<file path="src/rtl/vga_tty_pkg.sv">
// +--------------------------------------------------------------------------+
// | Module : vga_tty_pkg                                                     |
// | Desc   : Shared constants and helpers for the VGA terminal writer.       |
// | Rev    : 1.0  initial release                                            |
// +--------------------------------------------------------------------------+
`default_nettype none

package vga_tty_pkg;

  localparam int COLS_DEFAULT = 70;
  localparam int ROWS_DEFAULT = 30;
  localparam int COL_W        = 7;
  localparam int ROW_W        = 5;

  localparam logic [1:0] ST_INIT  = 2'd0;
  localparam logic [1:0] ST_IDLE  = 2'd1;
  localparam logic [1:0] ST_CLEAR = 2'd2;

  localparam logic [7:0] CH_LF    = 8'h0A;
  localparam logic [7:0] CH_CR    = 8'h0D;
  localparam logic [7:0] CH_BS    = 8'h08;
  localparam logic [7:0] CH_SPACE = 8'h20;

  localparam logic [2:0] INIT_FG = 3'd7;
  localparam logic [2:0] INIT_BG = 3'd0;

  function automatic logic is_printable(input logic [7:0] b);
    return (b >= 8'h20) && (b <= 8'h7E);
  endfunction

endpackage

`default_nettype wire

</file>
<file path="src/rtl/vga_tty_cursor.sv">
// +--------------------------------------------------------------------------+
// | Module : vga_tty_cursor                                                  |
// | Desc   : Cursor row/column counters with advance, backspace and wrap.    |
// | Rev    : 1.0  initial release                                            |
// +--------------------------------------------------------------------------+
`default_nettype none

module vga_tty_cursor
  import vga_tty_pkg::*;
#(
  parameter int COLS = COLS_DEFAULT,
  parameter int ROWS = ROWS_DEFAULT
) (
  input  logic             clk,
  input  logic             rst,
  input  logic             inc,
  input  logic             dec,
  input  logic             cr,
  input  logic             adv,
  output logic [ROW_W-1:0] row,
  output logic [COL_W-1:0] col,
  output logic             at_last_col
);

  localparam logic [COL_W-1:0] LAST_COL = COL_W'(COLS - 1);
  localparam logic [ROW_W-1:0] LAST_ROW = ROW_W'(ROWS - 1);

  logic [ROW_W-1:0] row_q, row_d, next_row;
  logic [COL_W-1:0] col_q, col_d;

  assign at_last_col = (col_q == LAST_COL);
  // No scrolling: the bottom row wraps back to the top of the screen.
  assign next_row    = (row_q == LAST_ROW) ? '0 : row_q + 1'b1;

  always_comb begin
    row_d = row_q;
    col_d = col_q;
    if (adv || (inc && at_last_col)) begin
      row_d = next_row;
      col_d = '0;
    end else if (inc) begin
      col_d = col_q + 1'b1;
    end else if (dec && (col_q != '0)) begin
      col_d = col_q - 1'b1;
    end else if (cr) begin
      col_d = '0;
    end
  end

  always_ff @(posedge clk or posedge rst) begin
    if (rst) begin
      row_q <= '0;
      col_q <= '0;
    end else begin
      row_q <= row_d;
      col_q <= col_d;
    end
  end

  assign row = row_q;
  assign col = col_q;

endmodule

`default_nettype wire

</file>
<file path="src/rtl/vga_tty_writer.sv">
// +--------------------------------------------------------------------------+
// | Module : vga_tty_writer                                                  |
// | Desc   : Byte-stream terminal writer producing character-memory writes.  |
// |          Define VGA_TTY_INIT_CLEAR_EN to blank the screen after reset.   |
// | Rev    : 1.0  initial release                                            |
// +--------------------------------------------------------------------------+
`default_nettype none

module vga_tty_writer
  import vga_tty_pkg::*;
#(
  parameter int COLS = COLS_DEFAULT,
  parameter int ROWS = ROWS_DEFAULT
) (
  input  logic             clk,
  input  logic             rst,
  input  logic             in_valid,
  output logic             in_ready,
  input  logic [7:0]       in_ascii,
  input  logic [2:0]       in_fg,
  input  logic [2:0]       in_bg,
  output logic             we,
  output logic [ROW_W-1:0] wr_addr,
  output logic [COL_W-1:0] wc_addr,
  output logic [7:0]       w_ascii,
  output logic [2:0]       w_fg_color,
  output logic [2:0]       w_bg_color,
  output logic [ROW_W-1:0] cur_row,
  output logic [COL_W-1:0] cur_col
);

  localparam logic [COL_W-1:0] LAST_COL = COL_W'(COLS - 1);
`ifdef VGA_TTY_INIT_CLEAR_EN
  localparam logic [ROW_W-1:0] LAST_ROW  = ROW_W'(ROWS - 1);
  localparam logic [1:0]       RST_STATE = ST_INIT;
`else
  localparam logic [1:0]       RST_STATE = ST_IDLE;
`endif

  logic [1:0]       state_q, state_d;
  logic [COL_W-1:0] clr_cnt_q, clr_cnt_d;
  logic [2:0]       clr_fg_q, clr_fg_d;
  logic [2:0]       clr_bg_q, clr_bg_d;
  logic             we_q, we_d;
  logic [ROW_W-1:0] wr_addr_q, wr_addr_d;
  logic [COL_W-1:0] wc_addr_q, wc_addr_d;
  logic [7:0]       w_ascii_q, w_ascii_d;
  logic [2:0]       w_fg_q, w_fg_d;
  logic [2:0]       w_bg_q, w_bg_d;
`ifdef VGA_TTY_INIT_CLEAR_EN
  logic [ROW_W-1:0] init_row_q, init_row_d;
`endif

  logic             accept;
  logic             cur_inc, cur_dec, cur_cr, cur_adv;
  logic             cur_last_col;

  vga_tty_cursor #(
    .COLS (COLS),
    .ROWS (ROWS)
  ) u_cursor (
    .clk         (clk),
    .rst         (rst),
    .inc         (cur_inc),
    .dec         (cur_dec),
    .cr          (cur_cr),
    .adv         (cur_adv),
    .row         (cur_row),
    .col         (cur_col),
    .at_last_col (cur_last_col)
  );

  // Gate with rst so the reset state reports not-ready even when it is IDLE.
  assign in_ready = (state_q == ST_IDLE) && !rst;
  assign accept   = in_valid && in_ready;

  always_comb begin
    state_d   = state_q;
    clr_cnt_d = clr_cnt_q;
    clr_fg_d  = clr_fg_q;
    clr_bg_d  = clr_bg_q;
    we_d      = 1'b0;
    wr_addr_d = wr_addr_q;
    wc_addr_d = wc_addr_q;
    w_ascii_d = w_ascii_q;
    w_fg_d    = w_fg_q;
    w_bg_d    = w_bg_q;
    cur_inc   = 1'b0;
    cur_dec   = 1'b0;
    cur_cr    = 1'b0;
    cur_adv   = 1'b0;
`ifdef VGA_TTY_INIT_CLEAR_EN
    init_row_d = init_row_q;
`endif

    case (state_q)
      ST_IDLE: begin
        if (accept) begin
          if (is_printable(in_ascii)) begin
            we_d      = 1'b1;
            wr_addr_d = cur_row;
            wc_addr_d = cur_col;
            w_ascii_d = in_ascii;
            w_fg_d    = in_fg;
            w_bg_d    = in_bg;
            cur_inc   = 1'b1;
            if (cur_last_col) begin
              state_d   = ST_CLEAR;
              clr_cnt_d = '0;
              clr_fg_d  = in_fg;
              clr_bg_d  = in_bg;
            end
          end else if (in_ascii == CH_LF) begin
            cur_adv   = 1'b1;
            state_d   = ST_CLEAR;
            clr_cnt_d = '0;
            clr_fg_d  = in_fg;
            clr_bg_d  = in_bg;
          end else if (in_ascii == CH_CR) begin
            cur_cr = 1'b1;
          end else if ((in_ascii == CH_BS) && (cur_col != '0)) begin
            cur_dec   = 1'b1;
            we_d      = 1'b1;
            wr_addr_d = cur_row;
            wc_addr_d = cur_col - 1'b1;
            w_ascii_d = CH_SPACE;
            w_fg_d    = in_fg;
            w_bg_d    = in_bg;
          end
        end
      end

      // Cursor already sits on the new row, so it doubles as the clear target.
      ST_CLEAR: begin
        we_d      = 1'b1;
        wr_addr_d = cur_row;
        wc_addr_d = clr_cnt_q;
        w_ascii_d = CH_SPACE;
        w_fg_d    = clr_fg_q;
        w_bg_d    = clr_bg_q;
        if (clr_cnt_q == LAST_COL) begin
          state_d   = ST_IDLE;
          clr_cnt_d = '0;
        end else begin
          clr_cnt_d = clr_cnt_q + 1'b1;
        end
      end

`ifdef VGA_TTY_INIT_CLEAR_EN
      ST_INIT: begin
        we_d      = 1'b1;
        wr_addr_d = init_row_q;
        wc_addr_d = clr_cnt_q;
        w_ascii_d = CH_SPACE;
        w_fg_d    = INIT_FG;
        w_bg_d    = INIT_BG;
        if (clr_cnt_q == LAST_COL) begin
          clr_cnt_d  = '0;
          init_row_d = init_row_q + 1'b1;
          if (init_row_q == LAST_ROW) begin
            state_d    = ST_IDLE;
            init_row_d = '0;
          end
        end else begin
          clr_cnt_d = clr_cnt_q + 1'b1;
        end
      end
`endif

      default: state_d = ST_IDLE;
    endcase
  end

  always_ff @(posedge clk or posedge rst) begin
    if (rst) begin
      state_q   <= RST_STATE;
      clr_cnt_q <= '0;
      clr_fg_q  <= '0;
      clr_bg_q  <= '0;
      we_q      <= 1'b0;
      wr_addr_q <= '0;
      wc_addr_q <= '0;
      w_ascii_q <= '0;
      w_fg_q    <= '0;
      w_bg_q    <= '0;
`ifdef VGA_TTY_INIT_CLEAR_EN
      init_row_q <= '0;
`endif
    end else begin
      state_q   <= state_d;
      clr_cnt_q <= clr_cnt_d;
      clr_fg_q  <= clr_fg_d;
      clr_bg_q  <= clr_bg_d;
      we_q      <= we_d;
      wr_addr_q <= wr_addr_d;
      wc_addr_q <= wc_addr_d;
      w_ascii_q <= w_ascii_d;
      w_fg_q    <= w_fg_d;
      w_bg_q    <= w_bg_d;
`ifdef VGA_TTY_INIT_CLEAR_EN
      init_row_q <= init_row_d;
`endif
    end
  end

  assign we         = we_q;
  assign wr_addr    = wr_addr_q;
  assign wc_addr    = wc_addr_q;
  assign w_ascii    = w_ascii_q;
  assign w_fg_color = w_fg_q;
  assign w_bg_color = w_bg_q;

endmodule

`default_nettype wire

</file>
<file path="config.mk">
export PLATFORM = sky130hd
export DESIGN_NAME = vga_tty_writer
export DESIGN_NICKNAME = d
export VERILOG_FILES = /design/src/rtl/vga_tty_pkg.sv /design/src/rtl/vga_tty_cursor.sv /design/src/rtl/vga_tty_writer.sv
export SDC_FILE = /design/constraint.sdc
export NUM_CORES = 1
export LEC_CHECK = 0
export CORE_MARGIN = 2
export CORE_UTILIZATION = 36
export DETAILED_ROUTE_END_ITERATION = 8
export PLACE_DENSITY_LB_ADDON = 0.25
export SLEW_MARGIN = 20
export SYNTH_ARGS = -nofsm -noshare
export SYNTH_HDL_FRONTEND = slang
export SYNTH_SLANG_ARGS = --single-unit
</file>
<file path="constraint.sdc">
create_clock -name clk -period 2.7 [get_ports clk]
set_input_delay 0.675 -clock clk [delete_from_list [all_inputs] [get_ports clk]]
set_output_delay 0.675 -clock clk [all_outputs]
set_load 0.01 [all_outputs]
</file>
==> impl_results.md <==
* CP max FO at 15
* Type of origin of the critical path: primary input
* Switching power total at around 1300 uW
* Chip Height at a little under 100 um
* Nature of the critical path endpoint: flop
* Synth Register Bits at 54
* Initial Util at 0.372
* Ys Warns at 0
* Worst skew pair latency at around 0.31 ns
* Dpl hpwl at 5110 um
* Largest net degree at the start of global routing at 39
* DRC Markers at 0
* CTS H-tree depth at 2
* Final Hold Viols at 0
* Longest Clk Path Bufs at 2
* Boundary pin count at between 50 and 60
* Switching Fraction at 0.350
* Critical Path RT at between 2 and 3 ns
* Top_reg_cell synth: dfrtp_1
* Leakage at about 0.0017 uW
* Placer Congestion at between 0.8 and 0.9
* First-pass GRT wire length at 11500 um
* Post-CTS Setup Inserts at 0
* Power share of the sequential group at 0.343
* Overall power at between 3000 and 4000 uW
* Path type of the worst min-delay path: flop to flop
* DRT iter0 DRCs at 73
* Crit share post-route at 0.924
* # clock sinks at between 50 and 60
* Register area at roughly 1400 um^2
* Placed Area at between 3000 and 4000 um^2
* Fill cell count at a little under 800
* Total Routed Length at 6970 um
* FFs w/ async S/R, synth at 1.00
* Core area at 8260 um^2
* Via density at 5.27
* Yosys cell types at 60
* Routed Antenna Nets at 0
* Post-synth EDFFs at 0
* Sequential fraction of the synthesis area at 0.441
* Total GRT Usage at 0.156
* CTS clk-pin slew, worst paths at about 0.090 ns
* Int Pwr at 2430 uW
* Vias in the first global route at ~2.5k
* RSZ-0062 raised after global routing: false
* Synth-to-Final Area Change at 30.8%
* Antenna violations before repair at 0
* Critical Path AT at around 2.7 ns
* Netlist Area Pre-Place at slightly above 3000 um^2
* Per-cell routed wire length at between 15 and 20 um
* Peak VDD IR at between 0.3 and 0.4 mV
* TritonCTS clock tree: yes
* Post-Syn Instances at 280
* Fmax at 401 MHz
* Rows at 33
* Die width at just under 100 um
* Net Count, Synth at 306
* # setup viols final at 0
* Full die area at 9280 um^2
* WS Path Type: primary input to flop
* Slew Limit Headroom at 0.698
* Design Area, Final at 4020 um^2
* Post-layout min period at roughly 2.5 ns
* Clock root cell: clkbuf_8
* Max-cap violations at 0
* Net count, final at 382
* TritonCTS buffer count at 5
* Setup Skew at about 0.013 ns
* Share of post-route cells with drive strength above 1 at 0.213
* Power per standard cell area at between 900 and 1000 nW/um^2
* Commonest non-fill, non-tap cells in the layout: 55 x clkdlybuf4s50_1, 53 x dfrtp_1, 24 x nand2_1, 22 x buf_4, 19 x mux2_2
* Setup TNS at 0 ns
* Commonest non-fill, non-tap cell in the layout: clkdlybuf4s50_1
* Comb pwr share at 0.509
* Max Slew Vio Count at 0
* Multi-input gate area at approximately 1600 um^2
* Drt pass-1 iters at 4
* Clock power share at 0.148
* Run status: finished, final reports clean
* Avg Inst Size Synth at around 11 um^2
* Inserted Diodes at 0
* Gr ovfl total at 0
* Slew @ Worst Pin at around 0.45 ns
* Vias after detailed routing at around 2.4k
* IO buf count at 56
kinds of logic (layout without fill, tap and decap cells):
group / Yosys count / in the layout / share of synthesized area
mux: 44 / 44 / 0.171
simple gates: 92 / 92 / 0.174
xor+xnor: 2 / 2 / 0.00571
flops: 54 / 54 / 0.441
compound gates: 52 / 52 / 0.130
fa+ha+maj: 9 / 9 / 0.0367
buf+inv: 27 / 104 / 0.0424
cell usage after synthesis (2+ instances only):
library cell,instances,area share
o31ai_1,5,0.012
o41ai_1,3,0.0086
a21o_1,2,0.0049
mux2_2,19,0.070
or3_1,4,0.0081
ha_1,9,0.037
buf_2,4,0.0065
o2bb2ai_1,2,0.0057
or2_2,2,0.0041
dfrtp_1,53,0.43
o211ai_1,4,0.0098
xnor2_1,2,0.0057
nand2_1,24,0.029
nand3_1,18,0.029
clkbuf_1,4,0.0049
mux2i_1,13,0.042
and2_1,2,0.0041
a32o_1,4,0.013
or4_1,3,0.0073
nor4b_1,3,0.0086
a31oi_1,6,0.012
a21oi_1,7,0.011
nor2b_1,3,0.0061
o21ai_0,6,0.0098
inv_1,15,0.018
mux2_4,12,0.059
buf_8,2,0.0098
nand2b_1,7,0.014
and3_1,2,0.0041
nand3b_1,2,0.0049
nor2_1,9,0.011
power by group through the flow:
stage,Sequential (uW),Combinational (uW),Clock (uW)
floorplan,1320,1100,0
global placement,1300,1890,0
detailed placement,1300,1910,0
CTS,1280,1930,572
global route,1320,2080,604
finish,1280,1910,553
per-stage QoR:
stage,worst slack (ns),util,cells,hold WS (ns)
floorplan,0.339,-,280,0.474
global placement,-0.0824,0.472,454,0.481
detailed placement,-0.138,0.472,454,0.493
CTS,0.0236,0.485,462,0.514
global route,0.0738,0.486,462,0.533
finish,0.204,0.486,462,0.511
critical path, stage by stage:
cell	delay [ns]
clkdlybuf4s50_1	0.49
nor4_4	0.35
nor3b_4	0.26
nand3_2	0.13
a31oi_4	0.25
buf_12	0.19
mux2_2	0.34
layer usage:
layer  track usage  wire length, um  vias up  share of wire
li1              -                -     1180              -
met1         0.209             3290     1194           0.47
met2         0.256             3290       53           0.47
met3        0.0274              310        9          0.045
met4        0.0540               82        0          0.012
met5             0                0        -              0
final timing paths:
kind,from,endpoint,slack (ns),cells past startpoint
max,in_ascii[5],wr_addr[1]$_DFFE_PP0P_,0.20,7
min,wr_addr[3]$_DFFE_PP0P_,wr_addr[3]$_DFFE_PP0P_,0.51,1
max reg2reg,state_q[0]$_DFFE_PP1P_,u_cursor.col[3]$_DFFE_PP0P_,0.38,8
min reg2reg,wr_addr[3]$_DFFE_PP0P_,wr_addr[3]$_DFFE_PP0P_,0.51,1
max in group asynchronous,rst,state_q[0]$_DFFE_PP1P_,1.28,4
min in group asynchronous,rst,w_ascii[4]$_DFFE_PP0P_,0.84,3
sequential cells by signal (all words and copies together) (netlist names), 3 cells and up:
| signal | cells |
|---|---|
| clr_fg_q | 3 |
| w_bg_color | 3 |
| w_ascii | 8 |
| u_cursor.row | 5 |
| u_cursor.col | 7 |
| wr_addr | 5 |
| clr_cnt_q | 7 |
| wc_addr | 7 |
| clr_bg_q | 3 |
| w_fg_color | 3 |
what timing repair did:
item                       4_1_cts  5_1_grt
hold buffers                     0        0
setup endpoints to repair        0        2
resized for setup                0        3
cell type report:
cell class                      instances  area share
Clock buffer                            6      0.0181
Clock inverter                          2     0.00966
Inverter                               16      0.0150
Multi-Input combinational cell        199       0.397
Sequential cell                        54       0.337
Tap cell                              105      0.0327
Timing Repair Buffer                   80       0.191
Note: power is estimated with default switching activity, not from simulation.
